File: src/rtl/pair_detect_pkg.sv
// Shared definitions for the time-multiplexed equal-pair detector: state encoding
// and the pure next-state/output function applied to whichever channel is granted.
package pair_detect_pkg;

    localparam int unsigned PdStateW = 2;

    typedef enum logic [PdStateW-1:0] {
        S0 = 2'b00,
        S1 = 2'b01,
        S2 = 2'b11
    } pd_state_e;

    typedef struct packed {
        pd_state_e nxt;
        logic      b;
    } pd_step_t;

    // S1 remembers a pending 1, S2 a pending 0; a matching bit closes the pair.
    function automatic pd_step_t pd_step(input logic [PdStateW-1:0] s, input logic a);
        pd_step_t r;
        r.nxt = S0;
        r.b   = 1'b0;
        case (s)
            S0: r.nxt = a ? S1 : S2;
            S1: begin
                r.nxt = a ? S0 : S2;
                r.b   = a;
            end
            S2: begin
                r.nxt = a ? S1 : S0;
                r.b   = !a;
            end
            default: begin
                r.nxt = S0;
                r.b   = 1'b0;
            end
        endcase
        return r;
    endfunction

endpackage

File: src/rtl/pd_rr_arbiter.sv
// Round-robin arbiter: searches from the last granted channel + 1, wrapping, and
// emits a zero-or-one-hot grant plus its index; the pointer moves only on a grant.
module pd_rr_arbiter #(
    parameter int unsigned NCh = 4,
    parameter int unsigned ChW = $clog2(NCh)
) (
    input  logic           clk_i,
    input  logic           rst_i,
    input  logic [NCh-1:0] req_i,
    input  logic           en_i,
    output logic [NCh-1:0] gnt_o,
    output logic           gnt_valid_o,
    output logic [ChW-1:0] gnt_idx_o
);

    logic [ChW-1:0] ptr_q, ptr_d;

    always_comb begin
        int  idx;
        logic found;
        gnt_o       = '0;
        gnt_valid_o = 1'b0;
        gnt_idx_o   = '0;
        found       = 1'b0;
        idx         = 0;
        if (en_i) begin
            for (int k = 1; k <= int'(NCh); k++) begin
                idx = (int'(ptr_q) + k) % int'(NCh);
                if (!found && req_i[idx]) begin
                    found      = 1'b1;
                    gnt_o[idx] = 1'b1;
                    gnt_idx_o  = ChW'(idx);
                end
            end
        end
        gnt_valid_o = found;
    end

    always_comb begin
        ptr_d = ptr_q;
        if (gnt_valid_o) begin
            ptr_d = gnt_idx_o;
        end
    end

    // Reset to the last channel so channel 0 wins the first contention.
    always_ff @(posedge clk_i) begin
        if (rst_i) begin
            ptr_q <= ChW'(NCh - 1);
        end else begin
            ptr_q <= ptr_d;
        end
    end

endmodule

File: src/rtl/pair_detect_sched.sv
// Shares one equal-pair Mealy detector among N_CH serial streams; one granted bit per
// cycle is stepped through its channel's stored state into a backpressured result slot.
module pair_detect_sched
    import pair_detect_pkg::*;
#(
    parameter int unsigned N_CH  = 4,
    parameter int unsigned CH_W  = $clog2(N_CH),
    parameter int unsigned CNT_W = 16
) (
    input  logic             clk,
    input  logic             rst,
    input  logic [N_CH-1:0]  req_valid,
    input  logic [N_CH-1:0]  req_bit,
    output logic [N_CH-1:0]  req_ready,
    input  logic [N_CH-1:0]  clr_ch,
    output logic             out_valid,
    output logic [CH_W-1:0]  out_ch,
    output logic             out_match,
    input  logic             out_ready,
    output logic [CNT_W-1:0] match_total
);

    pd_state_e        state_q [N_CH];
    pd_state_e        state_d [N_CH];
    logic             out_valid_q, out_valid_d;
    logic [CH_W-1:0]  out_ch_q, out_ch_d;
    logic             out_match_q, out_match_d;
    logic [CNT_W-1:0] match_total_q, match_total_d;

    logic [N_CH-1:0]  eligible;
    logic             slot_free;
    logic             gnt_valid;
    logic [CH_W-1:0]  gnt_idx;
    pd_step_t         step;

    // A channel being cleared this cycle must not also be stepped.
    assign eligible  = req_valid & ~clr_ch;
    assign slot_free = !out_valid_q || out_ready;

    pd_rr_arbiter #(
        .NCh (N_CH),
        .ChW (CH_W)
    ) u_arb (
        .clk_i       (clk),
        .rst_i       (rst),
        .req_i       (eligible),
        .en_i        (slot_free),
        .gnt_o       (req_ready),
        .gnt_valid_o (gnt_valid),
        .gnt_idx_o   (gnt_idx)
    );

    assign step = pd_step(state_q[gnt_idx], req_bit[gnt_idx]);

    always_comb begin
        for (int i = 0; i < int'(N_CH); i++) begin
            state_d[i] = state_q[i];
            if (clr_ch[i]) begin
                state_d[i] = S0;
            end else if (gnt_valid && (gnt_idx == CH_W'(i))) begin
                state_d[i] = step.nxt;
            end
        end
    end

    always_comb begin
        out_valid_d = out_valid_q;
        out_ch_d    = out_ch_q;
        out_match_d = out_match_q;
        if (gnt_valid) begin
            out_valid_d = 1'b1;
            out_ch_d    = gnt_idx;
            out_match_d = step.b;
        end else if (out_ready) begin
            out_valid_d = 1'b0;
        end
    end

    always_comb begin
        match_total_d = match_total_q;
        if (out_valid_q && out_ready && out_match_q && (match_total_q != '1)) begin
            match_total_d = match_total_q + CNT_W'(1);
        end
    end

    always_ff @(posedge clk) begin
        if (rst) begin
            for (int i = 0; i < int'(N_CH); i++) begin
                state_q[i] <= S0;
            end
            out_valid_q   <= 1'b0;
            out_ch_q      <= '0;
            out_match_q   <= 1'b0;
            match_total_q <= '0;
        end else begin
            for (int i = 0; i < int'(N_CH); i++) begin
                state_q[i] <= state_d[i];
            end
            out_valid_q   <= out_valid_d;
            out_ch_q      <= out_ch_d;
            out_match_q   <= out_match_d;
            match_total_q <= match_total_d;
        end
    end

    assign out_valid   = out_valid_q;
    assign out_ch      = out_ch_q;
    assign out_match   = out_match_q;
    assign match_total = match_total_q;

endmodule
File: config.mk
export PLATFORM = sky130hd
export DESIGN_NAME = pair_detect_sched
export DESIGN_NICKNAME = d
export VERILOG_FILES = /design/src/rtl/pair_detect_pkg.sv /design/src/rtl/pd_rr_arbiter.sv /design/src/rtl/pair_detect_sched.sv
export SDC_FILE = /design/constraint.sdc
export NUM_CORES = 1
export LEC_CHECK = 0
export ABC_CLOCK_PERIOD_IN_PS = 3700
export BUFFER_PORTS_ARGS = -buffer_cell sky130_fd_sc_hd__buf_2
export CAP_MARGIN = 0
export CELL_PAD_IN_SITES_DETAIL_PLACEMENT = 0
export CELL_PAD_IN_SITES_GLOBAL_PLACEMENT = 2
export CORE_MARGIN = 8
export CORE_UTILIZATION = 32
export CTS_CLUSTER_DIAMETER = 50
export DETAILED_ROUTE_END_ITERATION = 10
export GPL_TIMING_DRIVEN = 1
export PLACE_DENSITY = 0.9
export SLEW_MARGIN = 15
export SYNTH_ARGS = -nofsm -noshare
export SYNTH_HDL_FRONTEND = slang
export SYNTH_SLANG_ARGS = --single-unit
File: constraint.sdc
create_clock -name clk -period 3.7 [get_ports clk]
set_clock_uncertainty 0.1 [all_clocks]
set_input_delay 0.555 -clock clk [delete_from_list [all_inputs] [get_ports clk]]
set_output_delay 0.555 -clock clk [all_outputs]
set_load 0.005 [all_outputs]
==> impl_metrics.env <==
export IMPL_drt_total_wl_um=5273
export IMPL_core_sq_um=6205
export IMPL_synthTopCellsByCount="nand2_1, nor2_1, dfxtp_1"
export IMPL_dieArea_sq_um=9090
export IMPL_finalWorstSetupSlack_ps=495.0
export IMPL_cts_sinks=30
export IMPL_fp_dieH_um=95.34
export IMPL_yosysSeqAreaShare_pct=33.79
export IMPL_fillers=658
export IMPL_clk_path_buf_depth=2
export IMPL_worstPathRequired_ps=3770
export IMPL_ir_drop_mv=0.2221
export IMPL_rsz0062_at_grt="no"
export IMPL_port_buffers=38
export IMPL_finalHoldViolCount=0
export IMPL_ys_seq_elements=30
export IMPL_num_vias=1932
export IMPL_drc=0
export IMPL_crit_path_cell_trace="inv_1, ha_1, inv_1, mux4_2, or2_4, a211oi_4, a211oi_1, nor2_1, xnor2_1, o41ai_1"
export IMPL_dpl_cell_count=361
export IMPL_wl_per_cell_um=14.29
export IMPL_clockRootBuffer="clkbuf_8"
export IMPL_cts_tree="done"
export IMPL_hold_class="reg2reg"
export IMPL_pre_cts_ws_ps=327.8
export IMPL_first_pass_iters=4
export IMPL_setup_viol=0
export IMPL_clk_latency_ps=270
export IMPL_viasPerCell=5.236
export IMPL_finalCritPeriodShare_pct=86.62
export IMPL_crit_fanout=12
export IMPL_fmax_ghz=0.3120
export IMPL_synth_edf_count=8
export IMPL_critPathCaptureType="flip-flop"
export IMPL_track_usage_pct=11.93
export IMPL_syn2layout_area_growth_pct=20.25
export IMPL_die_w_um=95.34
export IMPL_power_density_nw_per_um2=389.2
export IMPL_grt_max_degree=29
export IMPL_yosysMostFrequentCell="nand2_1"
export IMPL_cts_max_level=2
export IMPL_synth_area_leaders="dfxtp_1, edfxtp_1, nand2_1, nor2_1, ha_1"
export IMPL_yosys_area_top_type_share_pct=21.86
export IMPL_insertedDiodeCount=0
export IMPL_max_cap_violations=0
export IMPL_yosys_area_top_type="dfxtp_1"
export IMPL_rows=29
export IMPL_arrival_ps=3280
export IMPL_worstSetupPathType="reg2reg"
export IMPL_fin_cells=369
export IMPL_grt_pass1_vias=1877
export IMPL_worstSetupStartpointType="flip-flop"
export IMPL_total_power_uw=942.7
export IMPL_placed_area_sq_um=2331
export IMPL_cts_setup_buffers=0
export IMPL_path_clk_slew_ps=60
export IMPL_dp_hpwl_um=4064
export IMPL_ys_types=47
export IMPL_slew_viol_final=0
export IMPL_initial_core_util_pct=32.47
export IMPL_design_area_sq_um=2422
export IMPL_grt_overflow=0
export IMPL_fin_nets=315
export IMPL_p_leak_uw=0.001043
export IMPL_yosys_warnings=0
export IMPL_synth_main_ff_cell="dfxtp_1"
export IMPL_grt_pass1_wl_um=8707
export IMPL_pin_count=39
export IMPL_cts_buffers=5
export IMPL_cts_hold_buffers=0
export IMPL_drive_gt1_share_pct=21.58
export IMPL_cp_common_cell="inv_1"
export IMPL_post_cts_resized=0
export IMPL_relSlewSlack_pct=54.14
export IMPL_worstMarginPinSlew_ps=685.4
export IMPL_cpPeakStageDelay_ps=560
export IMPL_gp_congestion=0.9147
export IMPL_status="complete, no violations"
export IMPL_period_minus_slack_ps=3205
export IMPL_drt_iter0_drc=131
export IMPL_critical_path_slowest_cell="nor2_1"
export IMPL_synth_nets=269
export IMPL_syn_instance_count=245
export IMPL_synthArstFlopShare_pct=0
export IMPL_antenna_found_initial=0
export IMPL_syn_area_per_cell_sq_um=8.222
export IMPL_antenna_left=0
export IMPL_fin_setup_tns_ps=0
export IMPL_synth_area_sq_um=2014
## power breakdown
| part | switching, uW | total (uW) | internal (uW) |
|---|---|---|---|
| Combinational | 186 | 307 | 120 |
| Sequential | 8.54 | 368 | 359 |
| Clock | 118 | 268 | 150 |
| Total | 313 | 943 | 629 |
## cells by family after synthesis
| group | after synthesis | share of synthesized area [%] |
|---|---|---|
| AO/OA/AOI/OAI | 47 | 17.45 |
| XOR/XNOR | 13 | 5.652 |
| adder cells (fa/ha/maj) | 9 | 5.590 |
| buffers and inverters | 15 | 3.540 |
| flip-flops | 30 | 33.79 |
| multiplexers | 3 | 2.733 |
| AND/OR/NAND/NOR | 128 | 31.24 |
## through the flow
stage	hold slack, ps	utilization, %
after global routing	440.1	39.04
final	395.8	39.04
after CTS	399.0	39.04
after floorplan	382.5	-
after detailed placement	383.2	37.57
after global placement	378.1	37.57
## state kept, by name, indices dropped and copies added, names as in the netlist
signal       count
match_total     16
state_q          8
out_ch           2
u_arb.ptr_q      2
out_match        1
out_valid        1
## final cells by class
class	instances	area, sq um	area share [%]
clock inverters	1	5.005	0.2066
flip-flops and latches	30	680.7	28.10
repair buffers	49	272.8	11.26
clock buffers	7	86.33	3.564
well taps	77	96.34	3.977
multi-input cells	200	1262	52.12
inverters	5	18.77	0.7748
## worst max-delay path, delay by kind of cell, from the launching register on
kind / cells / cell delay, ps
xor+xnor: 1 / 140
buf+inv: 2 / 200
simple gates: 2 / 850
mux: 1 / 390
fa+ha+maj: 1 / 340
flops: 1 / 330
compound gates: 3 / 750
## per-layer routing
layer  share of wire, %  routed length, um  GRT usage, %
met5                  0                  0             0
met2                 46               2449         19.79
met4                2.3                123         4.421
met3                4.8                254         3.150
met1                 46               2445         14.45
## placed cells by master, fill, tap and decap left out, types with 2 or more instances in the layout
| cell | count |
|---|---|
| nand2_1 | 38 |
| buf_2 | 38 |
| nor2_1 | 32 |
| dfxtp_1 | 22 |
| a21oi_1 | 11 |
| buf_4 | 11 |
| nand3_1 | 9 |
| xor2_1 | 9 |
| ha_1 | 9 |
| nor3_1 | 8 |
| edfxtp_1 | 8 |
| nand4_1 | 7 |
| nand2b_1 | 6 |
| clkbuf_8 | 6 |
| inv_1 | 5 |
| a211oi_1 | 5 |
| o21ai_0 | 5 |
| and3_1 | 5 |
| nor2b_1 | 4 |
| a222oi_1 | 4 |
| xnor2_1 | 4 |
| a31oi_1 | 3 |
| or3_1 | 3 |
| a2bb2oi_1 | 3 |
| nand3b_1 | 2 |
| mux4_2 | 2 |
| o41ai_1 | 2 |
| nor4_1 | 2 |
| a311oi_1 | 2 |
| o311a_1 | 2 |
| and4_1 | 2 |
| o211ai_1 | 2 |
| or4b_1 | 2 |
| o2111ai_1 | 2 |
| or4_1 | 2 |
## path summary, 6_finish.rpt
kind,start,endpoint,slack (ps),depth (start not counted)
min,out_ch[1]$_SDFFE_PP0P_,out_ch[1]$_SDFFE_PP0P_,400,2
min reg2reg,out_ch[1]$_SDFFE_PP0P_,out_ch[1]$_SDFFE_PP0P_,400,2
max reg2reg,u_arb.ptr_q[0]$_SDFFE_PP1P_,out_match$_SDFFE_PP0P_,500,10
max,u_arb.ptr_q[0]$_SDFFE_PP1P_,out_match$_SDFFE_PP0P_,500,10
Note: power is estimated with default switching activity, not from simulation.
